**src/rtl/gb_csr_responder_pkg.sv**
```systemverilog
// Shared Ghostbus CSR responder definitions: window offsets, CTRL command bits, STAT field positions.
// Imported by the responder top; the FIFO sub-module is generic and needs none of it.
package gb_csr_responder_pkg;

    localparam int unsigned OFF_ID   = 0;
    localparam int unsigned OFF_CTRL = 1;
    localparam int unsigned OFF_FIFO = 2;
    localparam int unsigned OFF_STAT = 3;
    localparam int unsigned OFF_REG0 = 4;

    localparam int unsigned CTRL_FLUSH   = 0;
    localparam int unsigned CTRL_CLR_OVF = 1;
    localparam int unsigned CTRL_CLR_UDF = 2;

    localparam int unsigned STAT_CNT_W = 16;
    localparam int unsigned STAT_EMPTY = 16;
    localparam int unsigned STAT_FULL  = 17;
    localparam int unsigned STAT_OVF   = 24;
    localparam int unsigned STAT_UDF   = 25;

endpackage

```
**src/rtl/gb_sync_fifo.sv**
```systemverilog
// Circular capture FIFO, 2**AW x DW; head is combinational so a pop's data can be registered by the caller.
// No backpressure: overfull pushes and empty pops are reported as single-cycle drop/underflow pulses.
module gb_sync_fifo #(
    parameter int AW = 3,
    parameter int DW = 32
) (
    input  logic          clk_i,
    input  logic          rst_i,
    input  logic          push_i,
    input  logic [DW-1:0] din_i,
    input  logic          pop_i,
    input  logic          flush_i,
    output logic [DW-1:0] head_o,
    output logic [AW:0]   count_o,
    output logic          full_o,
    output logic          empty_o,
    output logic          push_drop_o,
    output logic          pop_empty_o
);

    localparam int DEPTH = 1 << AW;

    logic [DW-1:0] mem_q [DEPTH];
    logic [AW-1:0] wr_ptr_q, wr_ptr_d;
    logic [AW-1:0] rd_ptr_q, rd_ptr_d;
    logic [AW:0]   count_q, count_d;
    logic          pop_ok;
    logic          push_ok;

    assign full_o  = (count_q == (AW+1)'(DEPTH));
    assign empty_o = (count_q == '0);
    assign head_o  = mem_q[rd_ptr_q];
    assign count_o = count_q;

    // A pop on a full FIFO frees the slot the simultaneous push needs; flush drops the push silently.
    assign pop_ok      = pop_i && !empty_o;
    assign push_ok     = push_i && !flush_i && (!full_o || pop_ok);
    assign push_drop_o = push_i && !flush_i && full_o && !pop_ok;
    assign pop_empty_o = pop_i && empty_o;

    always_comb begin
        wr_ptr_d = wr_ptr_q;
        rd_ptr_d = rd_ptr_q;
        count_d  = count_q;
        if (flush_i) begin
            wr_ptr_d = '0;
            rd_ptr_d = '0;
            count_d  = '0;
        end else begin
            if (push_ok) wr_ptr_d = wr_ptr_q + 1'b1;
            if (pop_ok)  rd_ptr_d = rd_ptr_q + 1'b1;
            case ({push_ok, pop_ok})
                2'b10:   count_d = count_q + 1'b1;
                2'b01:   count_d = count_q - 1'b1;
                default: count_d = count_q;
            endcase
        end
    end

    always_ff @(posedge clk_i) begin
        if (rst_i) begin
            wr_ptr_q <= '0;
            rd_ptr_q <= '0;
            count_q  <= '0;
        end else begin
            wr_ptr_q <= wr_ptr_d;
            rd_ptr_q <= rd_ptr_d;
            count_q  <= count_d;
        end
    end

    always_ff @(posedge clk_i) begin
        if (!rst_i && push_ok) mem_q[wr_ptr_q] <= din_i;
    end

endmodule

```
**src/rtl/gb_csr_responder.sv**
```systemverilog
// Ghostbus leaf responder: ID, CTRL/STAT, NREG config registers and a host-drained capture FIFO.
// Reads return registered data exactly 1 cycle after the strobe, zero otherwise; no backpressure.
module gb_csr_responder
    import gb_csr_responder_pkg::*;
#(
    parameter int               GB_AW    = 24,
    parameter int               GB_DW    = 32,
    parameter int unsigned      BASE     = 0,
    parameter int               LOCAL_AW = 4,
    parameter int               NREG     = 8,
    parameter int               FIFO_AW  = 3,
    parameter logic [GB_DW-1:0] ID       = 'h47425253
) (
    input  logic                    gb_clk,
    input  logic                    rst,
    input  logic [GB_AW-1:0]        gb_addr,
    input  logic [GB_DW-1:0]        gb_wdata,
    input  logic                    gb_wen,
    input  logic                    gb_rstb,
    output logic [GB_DW-1:0]        gb_rdata,
    output logic [NREG*GB_DW-1:0]   regs_flat,
    output logic [NREG-1:0]         reg_wr_stb,
    input  logic                    fifo_push,
    input  logic [GB_DW-1:0]        fifo_din,
    output logic                    fifo_full,
    output logic                    fifo_empty
);

    localparam logic [GB_AW-1:0] BASE_A = GB_AW'(BASE);

    logic                hit;
    logic [LOCAL_AW-1:0] off;
    logic                rd;
    logic                wr;

    logic [GB_DW-1:0]    regs_q [NREG];
    logic [GB_DW-1:0]    regs_d [NREG];
    logic [NREG-1:0]     stb_q, stb_d;
    logic [GB_DW-1:0]    rdata_q, rdata_d;
    logic                ovf_q, ovf_d;
    logic                udf_q, udf_d;

    logic                fifo_pop;
    logic                fifo_flush;
    logic [GB_DW-1:0]    fifo_head;
    logic [FIFO_AW:0]    fifo_count;
    logic                fifo_push_drop;
    logic                fifo_pop_empty;
    logic [GB_DW-1:0]    stat_w;

    assign hit = (gb_addr[GB_AW-1:LOCAL_AW] == BASE_A[GB_AW-1:LOCAL_AW]);
    assign off = gb_addr[LOCAL_AW-1:0];
    assign rd  = gb_rstb && hit;
    assign wr  = gb_wen && hit;

    assign fifo_pop   = rd && (off == LOCAL_AW'(OFF_FIFO));
    assign fifo_flush = wr && (off == LOCAL_AW'(OFF_CTRL)) && gb_wdata[CTRL_FLUSH];

    gb_sync_fifo #(
        .AW (FIFO_AW),
        .DW (GB_DW)
    ) u_fifo (
        .clk_i       (gb_clk),
        .rst_i       (rst),
        .push_i      (fifo_push),
        .din_i       (fifo_din),
        .pop_i       (fifo_pop),
        .flush_i     (fifo_flush),
        .head_o      (fifo_head),
        .count_o     (fifo_count),
        .full_o      (fifo_full),
        .empty_o     (fifo_empty),
        .push_drop_o (fifo_push_drop),
        .pop_empty_o (fifo_pop_empty)
    );

    always_comb begin
        stat_w                 = '0;
        stat_w[FIFO_AW:0]      = fifo_count;
        stat_w[STAT_EMPTY]     = fifo_empty;
        stat_w[STAT_FULL]      = fifo_full;
        stat_w[STAT_OVF]       = ovf_q;
        stat_w[STAT_UDF]       = udf_q;
    end

    // Sticky set takes priority over a same-cycle clear so no event is lost.
    always_comb begin
        ovf_d = ovf_q;
        udf_d = udf_q;
        if (wr && (off == LOCAL_AW'(OFF_CTRL))) begin
            if (gb_wdata[CTRL_CLR_OVF]) ovf_d = 1'b0;
            if (gb_wdata[CTRL_CLR_UDF]) udf_d = 1'b0;
        end
        if (fifo_push_drop) ovf_d = 1'b1;
        if (fifo_pop_empty) udf_d = 1'b1;
    end

    always_comb begin
        regs_d = regs_q;
        stb_d  = '0;
        for (int k = 0; k < NREG; k++) begin
            if (wr && (off == LOCAL_AW'(OFF_REG0 + k))) begin
                regs_d[k] = gb_wdata;
                stb_d[k]  = 1'b1;
            end
        end
    end

    // Read mux sees pre-write state, so a same-cycle write+read returns the old value.
    always_comb begin
        rdata_d = '0;
        if (rd) begin
            if (off == LOCAL_AW'(OFF_ID)) begin
                rdata_d = ID;
            end else if (off == LOCAL_AW'(OFF_FIFO)) begin
                rdata_d = fifo_empty ? '0 : fifo_head;
            end else if (off == LOCAL_AW'(OFF_STAT)) begin
                rdata_d = stat_w;
            end else begin
                for (int k = 0; k < NREG; k++) begin
                    if (off == LOCAL_AW'(OFF_REG0 + k)) rdata_d = regs_q[k];
                end
            end
        end
    end

    always_ff @(posedge gb_clk) begin
        if (rst) begin
            regs_q  <= '{default: '0};
            stb_q   <= '0;
            rdata_q <= '0;
            ovf_q   <= 1'b0;
            udf_q   <= 1'b0;
        end else begin
            regs_q  <= regs_d;
            stb_q   <= stb_d;
            rdata_q <= rdata_d;
            ovf_q   <= ovf_d;
            udf_q   <= udf_d;
        end
    end

    assign gb_rdata   = rdata_q;
    assign reg_wr_stb = stb_q;

    for (genvar g = 0; g < NREG; g++) begin : g_flat
        assign regs_flat[g*GB_DW +: GB_DW] = regs_q[g];
    end

endmodule

```
**config.mk**
```make
export PLATFORM = sky130hd
export DESIGN_NAME = gb_csr_responder
export DESIGN_NICKNAME = d
export VERILOG_FILES = /design/src/rtl/gb_csr_responder_pkg.sv /design/src/rtl/gb_sync_fifo.sv /design/src/rtl/gb_csr_responder.sv
export SDC_FILE = /design/constraint.sdc
export NUM_CORES = 1
export LEC_CHECK = 0
export ABC_AREA = 1
export BUFFER_PORTS_ARGS = -buffer_cell sky130_fd_sc_hd__buf_2
export CAP_MARGIN = 20
export CORE_MARGIN = 2
export CORE_UTILIZATION = 45
export DETAILED_ROUTE_END_ITERATION = 10
export PLACE_DENSITY = 0.66
export REMOVE_ABC_BUFFERS = 1
export SLEW_MARGIN = 25
export SYNTH_ARGS = -nofsm -noshare
export SYNTH_HDL_FRONTEND = slang
export SYNTH_SLANG_ARGS = --single-unit
export TNS_END_PERCENT = 10
```
**constraint.sdc**
```tcl
create_clock -name gb_clk -period 4.9 [get_ports gb_clk]
set_input_delay 0 -clock gb_clk [delete_from_list [all_inputs] [get_ports gb_clk]]
set_output_delay 0 -clock gb_clk [all_outputs]
set_load 0.01 [all_outputs]
```
# Word-level counts from Yosys, hierarchy flattened
# Memories as Yosys holds them, arrays and structs flattened. A register that Yosys moved wholly into a read port is not among the register bits.
# Cells that the tools add are included.
[totals] register_bits=308 latch_bits=0 mem_bits_rw=256 rom_bits=0 in_bits=93 output_inout_bits=298 word_cells=106 n_memories=1
[mem_list] name="u_fifo.mem_q" words=8 word_bits=32 rd=1 rd_clocked_by_memory_dff=1 wr=1 line="gb_sync_fifo.sv:23" source="logic [DW-1:0] mem_q [DEPTH];"
[op_classes] n_addsub=4 n_mul=0 div_mod_pow=0 magnitude_cmp=0 n_eq_ne=14 shift=0 muxes=31 n_bitwise=1 reduce_logical=39
[ops] operator="2-to-1 mux 32 bit" count=11
[ops] operator="2-to-1 mux 31 bit" count=1
[ops] operator="equality test 4 bit (second input constant)" count=5
[ops] operator="logical AND 1 bit" count=20
[ops] operator="logical NOT 20 bit" count=1
[ops] operator="equality test 4 x 3 -> 1 bit (second input constant)" count=4
[ops] operator="2-to-1 mux 1 bit" count=16
[ops] operator="nonzero test 2 bit" count=5
[ops] operator="equality test 4 x 2 -> 1 bit (second input constant)" count=2
[ops] operator="logical NOT 4 bit" count=2
[ops] operator="case mux 4 bit (2 select lines)" count=1
[ops] operator="adder 3 x 1 -> 3 bit (second input constant)" count=2
[ops] operator="2-to-1 mux 3 bit" count=2
[ops] operator="logical NOT 1 bit" count=5
[ops] operator="adder 4 x 1 -> 4 bit (second input constant)" count=1
[ops] operator="equality test 4 x 1 -> 1 bit (second input constant)" count=1
[ops] operator="AND reduction 2 bit" count=2
[ops] operator="OR reduction 2 bit" count=2
[ops] operator="subtractor 4 x 1 -> 4 bit (second input constant)" count=1
[ops] operator="OR reduction 3 bit" count=1
[ops] operator="equality test 2 x 1 -> 1 bit (second input constant)" count=1
[ops] operator="equality test 2 bit (second input constant)" count=1
[ops] operator="logical OR 1 bit" count=1
[ops] operator="NOT 1 bit" count=1

# Longest topological paths before layout
[logic_depth] ltp_word=12 mapped_depth=16

# Cells and area by module
# A second synthesis with hierarchy kept.
[unflattened] hier_cells=2702 area_unflattened_um2=23357.4
[modules_own_cells] mod="gb_csr_responder" instances=1 cells_per_inst=1868 area_each_um2=12807.3 seq_area_each_um2=5965.7
[modules_own_cells] mod="gb_sync_fifo" instances=1 cells_per_inst=834 area_each_um2=10550.1 seq_area_each_um2=7947.6

# Worst setup path after synthesis
# No wires, ideal clock.
[synth_path] kind="register -> register" startpoint="register u_fifo.count_q[1] (netlist: u_fifo.count_o[1])" endpoint="memory u_fifo.mem_q[4][0], enable pin" arrival_ps=3165 setup_slack_ps=1274 path_stages_with_launch=7 path_buffers=0 path_cell_list="dfxtp_1 > inv_1 > nand3_1 > nor2_1 > nand2_1 > nand4_1 > nor3_1"
[synth_lines] item="start: declaration" line="gb_sync_fifo.sv:26" source="logic [AW:0] count_q, count_d;"
[synth_lines] item="start signal: assignment" line="gb_sync_fifo.sv:68" source="count_q <= count_d;"
[synth_lines] item="equality test 4 bit" line="gb_sync_fifo.sv:30" source="assign full_o = (count_q == (AW+1)'(DEPTH));"
[synth_lines] item="net fifo_full" line="gb_csr_responder.sv:25" source="output logic fifo_full,"
[synth_lines] item="logical NOT 1 bit" line="gb_sync_fifo.sv:37" source="assign push_ok = push_i && !flush_i && (!full_o || pop_ok);"
[synth_lines] item="logical OR 1 bit" line="gb_sync_fifo.sv:37"
[synth_lines] item="logical AND 1 bit" line="gb_sync_fifo.sv:37"
[synth_lines] item="logical AND 1 bit" line="gb_sync_fifo.sv:73" source="if (!rst_i && push_ok) mem_q[wr_ptr_q] <= din_i;"
[synth_lines] item="2-to-1 mux 1 bit" line="gb_sync_fifo.sv:73"
[synth_lines] item="2-to-1 mux 1 bit (not written as such)" line="gb_sync_fifo.sv:73"
[synth_lines] item="end: declaration" line="gb_sync_fifo.sv:23"
# The timed path passes the listed nets, and every way through them passes these cells.

# Final worst setup path
[layout_path] startpoint="input port gb_addr[16]" endpoint="register regs_q (netlist bit regs_flat[172])"
[layout_via] elab_chain_cells=3
[layout_lines] item="start: declaration" line="gb_csr_responder.sv:16" source="input logic [GB_AW-1:0] gb_addr,"
[layout_lines] item="logical NOT 20 bit" line="gb_csr_responder.sv:51" source="assign hit = (gb_addr[GB_AW-1:LOCAL_AW] == BASE_A[GB_AW-1:LOCAL_AW]);"
[layout_lines] item="logical AND 1 bit" line="gb_csr_responder.sv:54" source="assign wr = gb_wen && hit;"
[layout_lines] item="logical AND 1 bit" line="gb_csr_responder.sv:102" source="if (wr && (off == LOCAL_AW'(OFF_REG0 + k))) begin"
[layout_lines] item="end signal: assignment" line="gb_csr_responder.sv:135" source="regs_q <= regs_d;"
[layout_lines] item="end: declaration" line="gb_csr_responder.sv:36" source="logic [GB_DW-1:0] regs_q [NREG];"
# Every way passes these cells.
# A chain may end at the register's enable or synchronous reset.

==> impl_metrics.csv <==
group,metric,value,unit
outcome,outcome,"completed",
yosys,synth-edff-count,256,
place,io_buffers,390,
finish,area_delta_synth_final,21.3,%
power_and_ir_drop,p_per_area,347,mW/mm²
drt,drc,0,
drt,antenna_left,0,
timing,fmax,317,MHz
yosys,synth_warnings,0,
yosys,netlist_instances,2502,
global_route,grt_overflow,0,
timing,layout_setup_ws,1.75,ns
yosys,synth-async-reset-ratio,0,%
finish,finalNonFillerCells,3608,
setup_path,critPathRequiredTime,5.37,ns
setup_path,worstSetupPathType,"in -> reg",
clock_network,cts_setup_buffers,0,
yosys,yosysSeqAreaShare,61.3,%
global_route,antenna_found_initial,4,
clock_network,htreeDepth,2,
clock_network,cts_tree,"yes",
timing,finClkSkew,0.0145,ns
power_and_ir_drop,clkPwrFrac,44.4,%
global_route,grt_util_met2,46.0,%
floorplanning,start_util,45.5,%
finish,final_cell_area,0.0276,mm²
yosys,ys_top_cells_by_area,"edfxtp_1 34%, dfxtp_1 27%, nor2_1 11%",
yosys,ys_ff_latch,567,
clock_network,clock_latency,0.62,ns
power_and_ir_drop,p_comb_share,3.7,%
timing,hold_viol,0,
global_route,grt_max_degree,140,
clock_network,ctsHoldBuffers,73,
setup_path,cpPeakStageDelay,0.75,ns
setup_path,crit_arrival,3.62,ns
power_and_ir_drop,power,9.57,mW
floorplanning,die_h,229,µm
clock_network,clkSinkCount,567,
timing,finalMaxSlewViolations,0,
yosys,postSynthAreaPerCell,9.08,µm²
timing,setup-violations-final,0,
finish,layout_common_cells,"651 x nor2_1, 390 x buf_2, 350 x o21ai_0",
setup_path,start_kind,"input port",
hold_path,holdCritStartpoint,"gb_addr[18]",
place,pre_cts_slack,1.95,ns
drt,firstDrtPassIters,5,
global_route,grt_usage,28.4,%
power_and_ir_drop,p_int,7.50,mW
hold_path,worstHoldPathType,"in -> reg",
job,drv_cap,0,
timing,post-route-period-util,64.3,%
place,gp_congestion,0.931,
clock_network,post_cts_resized,0,
clock_network,clock_path_buffers,3,
setup_path,crit_top_cell,"dlygate4sd3_1",
floorplanning,dieArea,0.0523,mm²
setup_path,crit_buf_inv,4,
global_route,busiest_layer,"met2",
clock_network,cts_root_buf,"clkbuf_16",
finish,drive_gt1_share,18.9,%
drt,routed_wl,77000,µm
global_route,met3_usage,5.11,%
global_route,grt_pass1_wl,114000,µm
power_and_ir_drop,vdd_drop_max,0.000276,V
drt,viasPerCell,5.50,
place,hpwl,48900,µm
setup_path,path_max_fanout,37,
yosys,yosysTopAreaCellShare,33.8,%
setup_path,cp_top_family,"buffers and inverters",
floorplanning,row_count,82,
timing,slew_headroom,33.7,%
floorplanning,ios,391,
clock_network,clk_pin_slew,0.06,ns
clock_network,numCtsBuffers,57,
setup_path,crit_path_end_kind,"flip-flop",
setup_path,crit_path_start,"gb_addr[16]",
drt,wl_per_cell,21.3,µm
power_and_ir_drop,leakagePower,11.4,nW
finish,utilization,55.2,%
timing,post-route-min-period,3.15,ns
global_route,globalRouteMet1Util,36.9,%
power_and_ir_drop,swShare,21.7,%
finish,final_common_cell,"nor2_1",
setup_path,crit_chain,"dlygate4sd3_1 -> buf_2 -> nor2_1 -> dlygate4sd3_1 -> nand4_2 -> nor2_8 -> nand2_8 -> nor2_4 -> inv_2 -> o21ai_0 -> a21oi_1",
yosys,synth-main-ff-cell,"dfxtp_1",
power_and_ir_drop,power_frac_seq,52.0,%
setup_path,crit_slowest_cell,"nor2_4",
yosys,synth_area,0.0227,mm²
yosys,yosysTopAreaCell,"edfxtp_1",
yosys,synth_cell_type_count,36,
place,placed_cells,3428,
timing,rsz0062_at_grt,"no",
timing,worst_pin_slew,0.992,ns
finish,nNetsFinal,2987,
drt,drt_iter0_drc,2031,
floorplanning,die_w,229,µm
power_and_ir_drop,p_switching,2.08,mW
global_route,grt_pass1_vias,18421,
place,post_dp_cell_area,0.0250,mm²
drt,num_vias,19832,
floorplanning,coreArea,0.0500,mm²
-- state kept, by name (all words and copies together) (netlist names), named ones only --
signal and count:
u_fifo.count_o 4, u_fifo.mem_q 256, u_fifo.wr_ptr_q 3, reg_wr_stb 8, gb_rdata 32, ovf_q 1
regs_flat 256, u_fifo.rd_ptr_q 3, udf_q 1
-- cell usage after synthesis, drive strengths merged (27+ instances only) --
cell / n
clkbuf: 82
a21oi: 121
nand2: 289
o211ai: 27
nand4: 36
edfxtp: 256
buf: 77
nor2: 671
nand3: 58
inv: 105
dfxtp: 311
o21ai: 397
-- through the flow --
step | setup TNS (ns) | hold WS [ns]
floorplan | -3.90 | 0.0691
finish | 0 | 0.0342
global placement | 0 | 0.261
CTS | 0 | 0.00559
global route | 0 | 0.0562
detailed placement | 0 | 0.263
-- layout make-up --
cell class | instances | area, µm²
tap | 672 | 841
multi-input combinational | 1671 | 7670
timing repair buffer | 487 | 2900
clock buffer | 78 | 1630
sequential | 567 | 13900
antenna | 1 | 2.50
clock inverter | 27 | 194
fill | 4443 | 22400
inverter | 105 | 405
-- power by group through the flow --
stage	registers [mW]	clock network (mW)	logic, mW
after floorplan	5.08	0	0.130
after global placement	5.08	0	0.289
after detailed placement	5.08	0	0.296
after CTS	4.98	4.30	0.343
after global routing	4.98	4.50	0.378
final	4.98	4.25	0.350
-- cells by family (layout without fill, tap and decap cells) --
kind of cell | count (synthesis) | in the layout | share of synthesized area, %
and+or+nand+nor | 1062 | 1062 | 19.0
AOI/OAI and AO/OA | 598 | 598 | 14.1
DFF | 567 | 567 | 61.3
buffers and inverters | 264 | 697 | 5.15
xor gates and xnor gates | 6 | 6 | 0.231
adders and majority gates | 5 | 5 | 0.275
other | 0 | 1 | 0
-- routing by layer --
layer	routed length [µm]	share of wire, %	up-vias
li1	-	-	9236
met3	6010	7.8	201
met2	35800	47	915
met1	31300	41	9474
met5	37	0.048	-
met4	3790	4.9	6
-- worst paths after layout --
kind	to	slack, ns	cells after the start
setup / recovery	regs_flat[172]$_SDFFE_PP0P_	1.75	11
hold / removal	gb_rdata[25]$_SDFF_PP0_	0.03	8
hold reg to reg	regs_flat[237]$_SDFFE_PP0P_	0.47	2
setup reg to reg	gb_rdata[14]$_SDFF_PP0_	1.76	8
-- worst register-to-register path: stages, from the launching register on --
cell,delay [ns]
dfxtp_4,0.73
clkinv_2,0.90
buf_12,0.48
o21ai_0,0.21
o221ai_1,0.13
nand3_1,0.18
nand2_1,0.06
a21oi_1,0.16
nor2_1,0.12
No activity file was read; power rests on OpenSTA's default activity.
